[src/rtl/serial_subtractor_ctrl.sv]
// Bit-serial W-bit subtractor: one full-subtractor cell stepped LSB-first.
// Ports: clk, rst_n, start, a, b, bin -> busy, done, diff (a-b-bin), bout.

module full_subtractor_gate (
   input  logic A,
   input  logic B,
   input  logic Bin,
   output logic D,
   output logic Bout
);

   assign D    = A ^ B ^ Bin;
   assign Bout = (~A & B) | (~(A ^ B) & Bin);

endmodule

module serial_subtractor_ctrl #(
   parameter int W  = 8,
   parameter int CW = $clog2(W + 1)
) (
   input  logic         clk,
   input  logic         rst_n,
   input  logic         start,
   input  logic [W-1:0] a,
   input  logic [W-1:0] b,
   input  logic         bin,
   output logic         busy,
   output logic         done,
   output logic [W-1:0] diff,
   output logic         bout
);

   typedef enum logic [1:0] {
      IDLE,
      RUN,
      DONE
   } state_t;

   state_t state_q, state_d;

   logic [W-1:0]  a_sh;
   logic [W-1:0]  b_sh;
   logic [W-1:0]  r_sh;
   logic [W-1:0]  r_next;
   logic [W-1:0]  diff_q;
   logic          bout_q;
   logic          brw;
   logic [CW-1:0] cnt;

   logic cell_d;
   logic cell_bout;
   logic load;
   logic last;

   full_subtractor_gate u_cell (
      .A    (a_sh[0]),
      .B    (b_sh[0]),
      .Bin  (brw),
      .D    (cell_d),
      .Bout (cell_bout)
   );

   // Result fills from the MSB side so the LSB lands at bit 0 after W steps.
   generate
      if (W == 1) begin : g_r1
         assign r_next = cell_d;
      end else begin : g_rn
         assign r_next = {cell_d, r_sh[W-1:1]};
      end
   endgenerate

   // Accept in IDLE and in DONE (back-to-back); never while running.
   assign load = start && (state_q != RUN);
   assign last = (state_q == RUN) && (cnt == CW'(W - 1));

   always_ff @(posedge clk or negedge rst_n) begin
      if (!rst_n) begin
         state_q <= IDLE;
      end else begin
         state_q <= state_d;
      end
   end

   always_comb begin
      state_d = state_q;
      unique case (state_q)
         IDLE: begin
            if (start) begin
               state_d = RUN;
            end
         end
         RUN: begin
            if (last) begin
               state_d = DONE;
            end
         end
         DONE: begin
            state_d = start ? RUN : IDLE;
         end
         default: begin
            state_d = IDLE;
         end
      endcase
   end

   always_ff @(posedge clk or negedge rst_n) begin
      if (!rst_n) begin
         a_sh   <= '0;
         b_sh   <= '0;
         r_sh   <= '0;
         brw    <= 1'b0;
         cnt    <= '0;
         diff_q <= '0;
         bout_q <= 1'b0;
      end else if (load) begin
         a_sh <= a;
         b_sh <= b;
         brw  <= bin;
         cnt  <= '0;
      end else if (state_q == RUN) begin
         a_sh <= a_sh >> 1;
         b_sh <= b_sh >> 1;
         r_sh <= r_next;
         brw  <= cell_bout;
         cnt  <= cnt + CW'(1);
         if (last) begin
            diff_q <= r_next;
            bout_q <= cell_bout;
         end
      end
   end

   assign busy = (state_q == RUN);
   assign done = (state_q == DONE);
   assign diff = diff_q;
   assign bout = bout_q;

endmodule

[config.mk]
export PLATFORM = sky130hd
export DESIGN_NAME = serial_subtractor_ctrl
export DESIGN_NICKNAME = d
export VERILOG_FILES = /design/src/rtl/serial_subtractor_ctrl.sv
export SDC_FILE = /design/constraint.sdc
export NUM_CORES = 1
export LEC_CHECK = 0
export CORE_MARGIN = 8
export CORE_UTILIZATION = 51
export CTS_BUF_LIST = sky130_fd_sc_hd__clkbuf_8 sky130_fd_sc_hd__clkbuf_16
export DETAILED_ROUTE_END_ITERATION = 6
export HOLD_SLACK_MARGIN = 0.03
export PLACE_DENSITY = 0.78
export SETUP_SLACK_MARGIN = 0.3
export SYNTH_ARGS = -nofsm -noshare
export SYNTH_HDL_FRONTEND = slang
export SYNTH_SLANG_ARGS = --single-unit
[constraint.sdc]
create_clock -name clk -period 2.1 [get_ports clk]
set_clock_uncertainty 0.2 [all_clocks]
set_input_delay 0.42 -clock clk [delete_from_list [all_inputs] [get_ports clk]]
set_output_delay 0.42 -clock clk [all_outputs]
set_load 0.01 [all_outputs]
* After elaboration in Yosys (flattened, before gate mapping)
Index checks and enable logic that the tools add are counted.
W data, S select, Z words.
** Storage, ports and cells
- Flip-flop bits (word level) :: 40
- Word-level logic and storage cells :: 42
- Input port bits :: 20
- Output and inout bits :: 11
** Cells by class
- Muxes and demuxes :: 12
- Add/sub/neg operators :: 1
- Bitwise logic cells :: 8
- Reductions and logical operators :: 7
- Equal/unequal tests :: 6
** Operators by type and width (count)
- $mux W8 :: 4
- $mux W4 :: 2
- $pmux W2 S3 :: 1
- $add A4 B1 Y4 const B :: 1
- $eq A4 B3 Y1 const B :: 1
- $mux W2 :: 2
- $ne A2 B1 Y1 const B :: 2
- $reduce_and A2 Y1 :: 2
- $mux W1 :: 3
- $not A1 Y1 :: 3
- $reduce_and A3 Y1 :: 1
- $and A1 B1 Y1 :: 2
- $eq A2 B1 Y1 const B :: 1
- $eq A2 B2 Y1 const B :: 1
- $logic_and A1 B1 Y1 :: 2
- $logic_not A2 Y1 :: 1
- $ne A2 B2 Y1 const B :: 1
- $reduce_bool A2 Y1 :: 1
- $xor A1 B1 Y1 :: 2
- $or A1 B1 Y1 :: 1

* Depth between registers and ports, before layout
Gate-level depths: netlist of run 1.
- Word-level depth :: 6
- Mapped depth :: 6
- Depth with buffers taken out :: 4

* Modules after synthesis
A second synthesis of run 1 with hierarchy kept.
** Unflattened totals
- Cells, all modules :: 150
- Area total of the unflattened synthesis :: 1670.4 um^2
** Modules (own cells, without submodules)
- serial_subtractor_ctrl :: area an instance 1639.1 um^2, times used 1, sequential area each 975.9 um^2, cells an instance 146
- full_subtractor_gate :: area an instance 31.3 um^2, times used 1, sequential area each 0.0 um^2, cells an instance 4

* Worst setup path after synthesis of run 1
Ideal clock, no wire load.
- Path type :: reg-to-reg
- From :: register state_q[1]
- To :: register diff_q[0], in the netlist diff[0]
- Setup slack :: 445 ps
- Data arrival time :: 1331 ps
- Library setup time :: 125 ps
- Clock period less this slack :: 1655 ps
- Stages on the path, launching flop included :: 5
- Required time :: 1775 ps
- Buffers on the path :: 1
- Cell sequence :: dfrtp_1 nand2b_1 buf_6 nor3_4 mux2_2
** Between the ends
- Word-level cells in the longest chain between the ends :: 4
- Elaborated cells on any way between the ends :: 6
- Those cells by class :: 2 x eq/ne; 1 x bitwise; 3 x reduce/logical
** RTL lines
- start: declaration :: line 39 : state_t state_q, state_d;
- start signal: assignment :: line 80 : state_q <= state_d;
- $ne A2 B1 Y1 :: line 73 : assign load = start && (state_q != RUN);
- $logic_and A1 B1 Y1 :: line 73
- $not A1 Y1 (no line)
- $reduce_and A3 Y1 (no line) (*)
- end signal: assignment :: line 127 : diff_q <= r_next;
- end: declaration :: line 45 : logic [W-1:0] diff_q;
Mark *: on every way between the ends. The rest lies on a longest branch, timed or not.
A chain may end at the register's enable or synchronous reset.

* Worst setup path after layout of run 1
- From :: register state_q[0]
- To :: output port busy
** Between the ends
- Word-level cells in the longest chain between the ends :: 1
** RTL lines
- $eq A2 B1 Y1 :: line 133 : assign busy = (state_q == RUN);
- end: declaration :: line 27 : output logic busy,
No other way between the ends.

==> results of run 1 <==
[synthesized netlist by cell type (all sizes together)]
library cell and n:
clkbuf 6, nor3 1, clkinv 1, dfrtp 39
nand2b 1, nor2b 1, a21oi 1, inv 4
nor2 2, o21ai 19, mux2i 18, mux2 9
nand2 40, fa 1, xor2 1, ha 1
nand3 3, o211a 1, buf 2
[critical path, delay by kind of cell (launching register included)]
kind / cells / cell delay [ps]
buffers and inverters: 2 / 320
flip-flops: 1 / 420
AND/OR/NAND/NOR: 1 / 110
[how the worst min path moves through the flow]
| stage | to | slack [ps] | cells after the start |
|---|---|---|---|
| floorplan | a_sh[0] | -80 | 0 |
| global placement | r_sh[1] | 260 | 2 |
| detailed placement | b_sh[3] | 270 | 2 |
| CTS | b_sh[3] | 290 | 2 |
| global route | b_sh[0] | 310 | 2 |
| finish | a_sh[1] | 290 | 2 |
[routing by layer]
layer | share of wire | wire, um | vias up | track usage
met5 | 0 | 0 | - | 0
met4 | 0.025 | 88 | 0 | 0.0911
met3 | 0.043 | 149 | 10 | 0.0412
met2 | 0.52 | 1800 | 31 | 0.226
met1 | 0.41 | 1440 | 578 | 0.150
li1 | - | - | 576 | -
[flip-flops by register name (all words and copies together) (netlist names)]
signal	flops
state_q	2
a_sh	8
r_sh	7
brw	1
bout	1
b_sh	8
cnt	4
diff	8
[logic make-up (layout without fill, tap and decap cells)]
group	count (synthesis)	in the layout	share of synthesized area
xor+xnor	1	1	0.00525
flops	39	39	0.585
buf+inv	13	52	0.0345
compound gates	21	21	0.0660
mux	27	27	0.169
simple gates	48	48	0.121
fa+ha+maj	2	2	0.0195
[stage by stage]
step / cells / power, mW / utilization
after floorplan: 151 / 1.91 / -
after global placement: 221 / 2.27 / 0.657
after detailed placement: 221 / 2.36 / 0.657
after CTS: 233 / 2.79 / 0.689
after global routing: 234 / 2.99 / 0.697
final: 234 / 2.80 / 0.697
[area by class of cell]
| cell class | count | area (um^2) |
|---|---|---|
| sequential | 39 | 976 |
| fill | 235 | 933 |
| multi-input combinational | 99 | 644 |
| timing repair buffer | 39 | 369 |
| clock buffer | 5 | 68.8 |
| tap | 44 | 55.1 |
| inverter | 5 | 18.8 |
| clock inverter | 3 | 12.5 |
[report_power, final]
part | internal (mW) | switching (mW) | total [mW]
Combinational | 0.485 | 0.559 | 1.04
Sequential | 1.08 | 0.201 | 1.28
Clock | 0.223 | 0.254 | 0.477
[what timing repair did]
item,CTS,global route
hold endpoints to repair,39,0
resized for setup,11,4
pin swaps,1,0
endpoints found under the setup margin,19,7
buffers inserted,3,1
hold buffers,1,0
==> flow_metrics.env, run 1 <==
export IMPL_grt_max_degree=43
export IMPL_cts_sinks=39
export IMPL_final_hold_viol_count=0
export IMPL_totalNegativeSetupSlack_ps=0
export IMPL_synth_distinct_cells=20
export IMPL_route_detailed_drc=0
export IMPL_post_synth_main_area_contributors="sky130_fd_sc_hd__dfrtp_1, sky130_fd_sc_hd__mux2i_1, sky130_fd_sc_hd__nand2_1"
export IMPL_synthesis_yosys_warnings=0
export IMPL_synth_to_final_area_change_pct=28.6
export IMPL_cp_slowest_cell="sky130_fd_sc_hd__dfrtp_1"
export IMPL_synth_fp_nets=173
export IMPL_unrepaired_setup_endpoints_after_global_routing="false"
export IMPL_critPathLaunch="state_q[0]"
export IMPL_critPathCapture="busy"
export IMPL_grt_pass1_vias=1215
export IMPL_place_gp_congestion=0.718
export IMPL_hold_start="a_sh[2]"
export IMPL_grt_first_pass_wirelength_um=5560
export IMPL_critical_path_endpoint_type="primary output"
export IMPL_grt_total_usage=0.138
export IMPL_clockRootBuffer="sky130_fd_sc_hd__clkbuf_8"
export IMPL_worst_path_largest_cell_delay_ps=420
export IMPL_initialDrtViolationCount=82
export IMPL_result_of_the_run="finished clean"
export IMPL_floorplan_die_area_um2=5360
export IMPL_critical_path_cell_chain="nand2b_4, clkinv_1, clkdlybuf4s15_1"
export IMPL_regToRegStartpoint="cnt[0]"
export IMPL_post_dp_cell_area_um2=2020
export IMPL_drt_wirelength_per_cell_um=14.9
export IMPL_yosysTopAreaCell="sky130_fd_sc_hd__dfrtp_1"
export IMPL_grt_ovfl_total=0
export IMPL_route_final_wire_length_um=3480
export IMPL_syn_area_per_cell_um2=11.0
export IMPL_yosys_area_top_type_share=0.585
export IMPL_cts_clk_slew_worst_paths_ps=80
export IMPL_flop_and_latch_count_out_of_synthesis=39
export IMPL_cp_max_fo=3
export IMPL_total_leakage_power_nw=1.02
export IMPL_dp_worst_setup_slack_ps=273
export IMPL_r2r_slack_ps=370
export IMPL_finalNetCount=211
export IMPL_worstReg2RegEnd="diff[7]"
export IMPL_worst_endpoint_required_ps=1480
export IMPL_ir_worst_vdd_v=0.000761
export IMPL_detailroute_via_count=1195
export IMPL_criticalPathCategory="register to primary output"
export IMPL_power_per_cell_area_nw_per_um2=1310
export IMPL_initial_antenna_violation_count=0
export IMPL_fmaxAchievable_mhz=571
export IMPL_seq_area_frac_synth=0.585
export IMPL_cap_violations=0
export IMPL_max_slew_worst_pin_slew_ps=484
export IMPL_place_detailed_hpwl_um=2290
export IMPL_detail_route_vias_per_cell=5.11
export IMPL_antenna_cells=0
export IMPL_final_worst_path_cycle_share=0.834
export IMPL_first_pass_drt_iterations=4
export IMPL_layout_cells_most_common="sky130_fd_sc_hd__nand2_1"
export IMPL_timing_slew_headroom=0.677
export IMPL_cts_htree_levels=2
export IMPL_initial_core_util=0.542
export IMPL_tritoncts="yes"
export IMPL_drive_above_1_share=0.142
export IMPL_worstHoldPathType="register to register"
export IMPL_final_min_clock_period_ps=1750
export IMPL_die_h_um=73.2
export IMPL_num_rows=20
export IMPL_boundaryPins=31
export IMPL_drtAntennaViolNets=0
export IMPL_final_instance_area_um2=2140
export IMPL_syn_inst=151
export IMPL_port_buffer_count=30
export IMPL_hold_worst_slack_ps=286
export IMPL_clk_insertion_delay_late_ps=290
export IMPL_critical_path_startpoint_type="register"
export IMPL_final_max_slew_viol_count=0
export IMPL_clock_path_buffers=2
export IMPL_core_region_area_um2=3080
export IMPL_layout_cells_most_common_list="sky130_fd_sc_hd__nand2_1, sky130_fd_sc_hd__dfrtp_1, sky130_fd_sc_hd__o21ai_0"
export IMPL_cts_made_buffers=5
export IMPL_setup_violations=0
export IMPL_post_route_worst_setup_slack_ps=349
export IMPL_die_width_um=73.2
export IMPL_syn_cell_area_um2=1670
export IMPL_worst_ep_arrival_time_ps=1130
export IMPL_ff2ff_path_depth=5
No activity file was read; power rests on OpenSTA's default activity.
==> inputs of run 2 (changes only) <==
==> constraint.sdc (replaced) <==
create_clock -name clk -period 1.71 [get_ports clk]
set_clock_uncertainty 0.2 [all_clocks]
set_input_delay 0.342 -clock clk [delete_from_list [all_inputs] [get_ports clk]]
set_output_delay 0.342 -clock clk [all_outputs]
set_load 0.01 [all_outputs]
==> flow_metrics.env, run 2 (synthesis gave the netlist of run 1 again) <==
export IMPL_layout_core_utilization=0.759
export IMPL_grt_ovfl_total=0
export IMPL_worst_endpoint_required_ps=1690
export IMPL_max_slew_worst_pin_slew_ps=470
export IMPL_core_region_area_um2=3080
export IMPL_power_per_cell_area_nw_per_um2=1710
export IMPL_fmaxAchievable_mhz=607
export IMPL_clk_insertion_delay_late_ps=300
export IMPL_cts_made_buffers=5
export IMPL_initial_core_util=0.542
export IMPL_num_rows=20
export IMPL_setup_violations=0
export IMPL_result_of_the_run="finished clean"
export IMPL_grt_total_usage=0.159
export IMPL_final_instance_area_um2=2330
export IMPL_worst_ep_arrival_time_ps=1630
export IMPL_drt_wirelength_per_cell_um=16.8
export IMPL_detailroute_via_count=1252
export IMPL_initialDrtViolationCount=84
export IMPL_worstHoldPathType="register to register"
export IMPL_min_delay_worst_endpoint="r_sh[1]"
export IMPL_route_final_wire_length_um=4090
export IMPL_cts_sinks=39
export IMPL_grt_pass1_vias=1302
export IMPL_criticalPathCategory="register to register"
export IMPL_boundaryPins=31
export IMPL_cap_violations=0
export IMPL_total_leakage_power_nw=1.14
export IMPL_worstHoldPathCells=2
export IMPL_post_dp_cell_area_um2=2060
export IMPL_hold_worst_slack_ps=281
export IMPL_ff2ff_path_depth=5
export IMPL_unrepaired_setup_endpoints_after_global_routing="true"
export IMPL_r2r_slack_ps=60
export IMPL_grt_max_degree=43
export IMPL_die_width_um=73.2
export IMPL_synth_to_final_area_change_pct=40.0
export IMPL_die_h_um=73.2
export IMPL_antenna_cells=0
export IMPL_critical_path_endpoint_type="register"
export IMPL_regToRegStartpoint="cnt[1]"
export IMPL_detail_route_vias_per_cell=5.15
export IMPL_layout_cells_most_common_list="sky130_fd_sc_hd__dfrtp_1, sky130_fd_sc_hd__nand2_1, sky130_fd_sc_hd__mux2i_1, sky130_fd_sc_hd__o21ai_0, sky130_fd_sc_hd__clkdlybuf4s50_1"
export IMPL_drive_above_1_share=0.276
export IMPL_post_place_cells=223
export IMPL_cp_max_fo=6
export IMPL_route_detailed_drc=0
export IMPL_final_worst_path_cycle_share=0.964
export IMPL_floorplan_die_area_um2=5360
export IMPL_worstReg2RegEnd="diff[1]"
export IMPL_clock_path_buffers=2
export IMPL_tritoncts="yes"
export IMPL_cts_clk_slew_worst_paths_ps=70
export IMPL_timing_slew_headroom=0.686
export IMPL_port_buffer_count=30
export IMPL_layout_cells_most_common="sky130_fd_sc_hd__dfrtp_1"
export IMPL_finalNetCount=221
export IMPL_layoutNonFillerInstCount=243
export IMPL_place_gp_congestion=0.788
export IMPL_final_min_clock_period_ps=1650
export IMPL_hold_start="r_sh[1]"
export IMPL_cts_htree_levels=2
export IMPL_final_max_slew_viol_count=0
export IMPL_totalNegativeSetupSlack_ps=0
export IMPL_first_pass_drt_iterations=4
export IMPL_ir_worst_vdd_v=0.00153
export IMPL_grt_first_pass_wirelength_um=6350
export IMPL_critical_path_startpoint_type="register"
export IMPL_drtAntennaViolNets=0
export IMPL_final_hold_viol_count=0
export IMPL_clockRootBuffer="sky130_fd_sc_hd__clkbuf_8"
export IMPL_place_detailed_hpwl_um=2370
export IMPL_initial_antenna_violation_count=0
run 2: cell types whose count changed in the layout (fill, tap and decap cells not counted), sizes merged:
cell / before / now
clkbuf: 5 / 8
inv: 6 / 5
dlymetal6s2s: 0 / 1
clkdlybuf4s50: 18 / 17
clkdlybuf4s15: 1 / 0
dlygate4sd2: 10 / 0
buf: 9 / 28
clkinv: 2 / 1
run 2: what timing repair did:
| action | in CTS | in global routing |
|---|---|---|
| cloned | 0 | 2 |
| endpoints found under the hold margin | 18 | 0 |
| buffers inserted | 7 | 3 |
| resized for setup | 64 | 13 |
| endpoints found under the setup margin | 39 | 27 |
| pin swaps | 3 | 2 |
| hold buffers | 1 | 0 |
run 2: worst max-delay path by stage:
stage	from	to	slack, ps	cells after the start
after global placement	state_q[1]	busy	40	3
after detailed placement	start	b_sh[3]	10	4
after floorplan	state_q[1]	diff[0]	70	4
after global routing	cnt[1]	diff[2]	5	5
final	cnt[1]	diff[1]	60	5
after CTS	cnt[1]	diff[3]	90	5
run 2: layout make-up:
type	instances	area, um^2
clock buffer	6	82.6
fill	200	743
clock inverter	1	5.00
tap	44	55.1
multi-input combinational	99	694
timing repair buffer	49	500
sequential	39	976
inverter	5	21.3
run 2: metal layers:
metal / GRT usage / routed length [um] / up-vias
li1: - / - / 594
met1: 0.192 / 1700 / 613
met2: 0.249 / 2050 / 38
met3: 0.0577 / 280 / 7
met4: 0.0644 / 63 / 0
met5: 0 / 0 / -
run 2: report_power, final:
group | internal [mW] | switching (mW)
Clock | 0.316 | 0.319
Combinational | 0.913 | 0.854
Sequential | 1.32 | 0.268
Total | 2.55 | 1.44
run 2: through the flow:
| stage | total power [mW] | setup slack, ps |
|---|---|---|
| CTS | 3.73 | 92.9 |
| detailed placement | 2.92 | 10.5 |
| global placement | 2.84 | 41.5 |
| finish | 3.99 | 62.4 |
| global route | 4.24 | 5.16 |
| floorplan | 2.38 | 66.6 |
run 2: critical path: stages, from the launching register on:
cell	delay (ps)
sky130_fd_sc_hd__dfrtp_1	370
sky130_fd_sc_hd__ha_2	200
sky130_fd_sc_hd__nand2_2	70
sky130_fd_sc_hd__nor3_4	210
sky130_fd_sc_hd__buf_6	180
sky130_fd_sc_hd__mux2_4	310
==> inputs of run 3 (changes only) <==
--- a/config.mk
+++ b/config.mk
@@ -5,6 +5,7 @@
 export SDC_FILE = /design/constraint.sdc
 export NUM_CORES = 1
 export LEC_CHECK = 0
+export CAP_MARGIN = 20
 export CORE_MARGIN = 8
 export CORE_UTILIZATION = 51
 export CTS_BUF_LIST = sky130_fd_sc_hd__clkbuf_8 sky130_fd_sc_hd__clkbuf_16
==> constraint.sdc (replaced) <==
create_clock -name clk -period 1.71 [get_ports clk]
set_clock_uncertainty 0.2 [all_clocks]
set_input_delay 0.342 -clock clk [delete_from_list [all_inputs] [get_ports clk]]
set_output_delay 0.342 -clock clk [all_outputs]
set_load 0.1 [all_outputs]
==> flow_metrics.env, run 3 (synthesis gave the netlist of run 1 again) <==
export IMPL_cts_made_buffers=5
export IMPL_cp_slowest_cell="sky130_fd_sc_hd__dfrtp_1"
export IMPL_total_leakage_power_nw=1.39
export IMPL_route_detailed_drc=0
export IMPL_place_detailed_hpwl_um=2670
export IMPL_critical_path_endpoint_type="register"
export IMPL_worst_endpoint_required_ps=1720
export IMPL_r2r_slack_ps=-80
export IMPL_hold_worst_slack_ps=270
export IMPL_power_per_cell_area_nw_per_um2=2290
export IMPL_first_pass_drt_iterations=4
export IMPL_synth_to_final_area_change_pct=74.1
export IMPL_initial_core_util=0.542
export IMPL_setup_violations=9
export IMPL_cp_max_fo=5
export IMPL_regToRegStartpoint="cnt[0]"
export IMPL_critical_path_startpoint_type="register"
export IMPL_grt_total_usage=0.186
export IMPL_drt_wirelength_per_cell_um=25.4
export IMPL_max_slew_worst_pin_slew_ps=309
export IMPL_initial_antenna_violation_count=0
export IMPL_num_rows=20
export IMPL_criticalPathCategory="register to register"
export IMPL_route_final_wire_length_um=6440
export IMPL_final_worst_path_cycle_share=1.04
export IMPL_place_gp_congestion=0.757
export IMPL_critical_path_cell_chain="ha_4, nand2_4, nor3_4, buf_6, buf_16, buf_4, mux2i_1"
export IMPL_cts_sinks=39
export IMPL_core_region_area_um2=3080
export IMPL_antenna_cells=0
export IMPL_detail_route_vias_per_cell=6.02
export IMPL_clock_path_buffers=2
export IMPL_cp_bufs_invs=3
export IMPL_initialDrtViolationCount=78
export IMPL_grt_pass1_vias=1372
export IMPL_worst_ep_arrival_time_ps=1800
export IMPL_layout_core_utilization=0.943
export IMPL_final_instance_area_um2=2900
export IMPL_ir_worst_vdd_v=0.00202
export IMPL_unrepaired_setup_endpoints_after_global_routing="true"
export IMPL_floorplan_die_area_um2=5360
export IMPL_drive_above_1_share=0.510
export IMPL_die_width_um=73.2
export IMPL_worst_path_largest_cell_delay_ps=420
export IMPL_final_max_slew_viol_count=0
export IMPL_die_h_um=73.2
export IMPL_cts_htree_levels=2
export IMPL_grt_ovfl_total=0
export IMPL_finalNetCount=231
export IMPL_failing_checks="negative setup slack"
export IMPL_clk_insertion_delay_late_ps=310
export IMPL_grt_max_degree=21
export IMPL_fmaxAchievable_mhz=560
export IMPL_cap_violations=0
export IMPL_post_dp_cell_area_um2=2180
export IMPL_cts_clk_slew_worst_paths_ps=80
export IMPL_port_buffer_count=30
export IMPL_tritoncts="yes"
export IMPL_timing_slew_headroom=0.788
export IMPL_layout_cells_most_common="sky130_fd_sc_hd__dfrtp_1"
export IMPL_worstHoldPathType="primary input to async pin"
export IMPL_final_min_clock_period_ps=1790
export IMPL_boundaryPins=31
export IMPL_layout_cells_most_common_list="sky130_fd_sc_hd__dfrtp_1, sky130_fd_sc_hd__nand2_4, sky130_fd_sc_hd__mux2i_1, sky130_fd_sc_hd__clkdlybuf4s50_1, sky130_fd_sc_hd__buf_12"
export IMPL_post_route_worst_setup_slack_ps=-76.0
export IMPL_grt_first_pass_wirelength_um=7210
export IMPL_clockRootBuffer="sky130_fd_sc_hd__clkbuf_8"
export IMPL_final_hold_viol_count=0
export IMPL_result_of_the_run="complete, but fails checks"
export IMPL_drtAntennaViolNets=0
export IMPL_critical_path_top_delay_family="flip-flops"
export IMPL_detailroute_via_count=1530
export IMPL_critPathLaunch="cnt[0]"
-- run 3: changes by cell type in the layout (fill, tap and decap cells not counted), sizes merged --
cell / previous run / this run
dlymetal6s2s: 1 / 0
buf: 28 / 37
clkbuf: 8 / 10
clkdlybuf4s50: 17 / 18
-- run 3: cell type report --
| type | count | area, um^2 |
|---|---|---|
| Sequential cell | 39 | 978 |
| Clock buffer | 7 | 96.3 |
| Clock inverter | 1 | 3.75 |
| Inverter | 5 | 23.8 |
| Fill cell | 81 | 174 |
| Tap cell | 44 | 55.1 |
| Timing Repair Buffer | 59 | 796 |
| Multi-Input combinational cell | 99 | 951 |
-- run 3: per-layer routing --
| metal | vias up | wire (um) | part of all wire | track usage |
|---|---|---|---|---|
| met5 | - | 0 | 0 | 0 |
| li1 | 617 | - | - | - |
| met4 | 0 | 299 | 0.046 | 0.0822 |
| met3 | 32 | 463 | 0.072 | 0.0673 |
| met2 | 89 | 3320 | 0.52 | 0.294 |
| met1 | 792 | 2360 | 0.37 | 0.221 |
-- run 3: repair_timing --
action	4_1_cts	5_1_grt
buffers inserted	10	6
hold endpoints to repair	12	0
pin swaps	2	27
gates cloned	2	3
hold buffers	1	0
resized for setup	29	85
setup endpoints to repair	46	46
-- run 3: final timing paths --
path / endpoint / cells past startpoint
hold / removal: a_sh[2] / 2
setup reg to reg: bout / 7
setup / recovery: bout / 7
hold reg to reg: b_sh[1] / 2
min in group clk: b_sh[1] / 2
max in group asynchronous: bout / 3
-- run 3: power breakdown --
| group | internal, mW | switching, mW | leakage, nW | total, mW |
|---|---|---|---|---|
| sequential | 1.33 | 0.495 | 0.480 | 1.82 |
| combinational | 1.84 | 2.29 | 0.853 | 4.13 |
| clock | 0.362 | 0.341 | 0.0557 | 0.703 |
-- run 3: through the flow --
stage          std cells  power [mW]  worst slack, ps  TNS, ps
6_report             254        6.66            -76.0     -447
5_1_grt              254        6.85             -141     -877
4_1_cts              245        5.29             45.3        0
3_5_place_dp         224        4.12             1.21        0
3_3_place_gp         224        4.00             74.2        0
2_1_floorplan        151        3.23             57.8        0
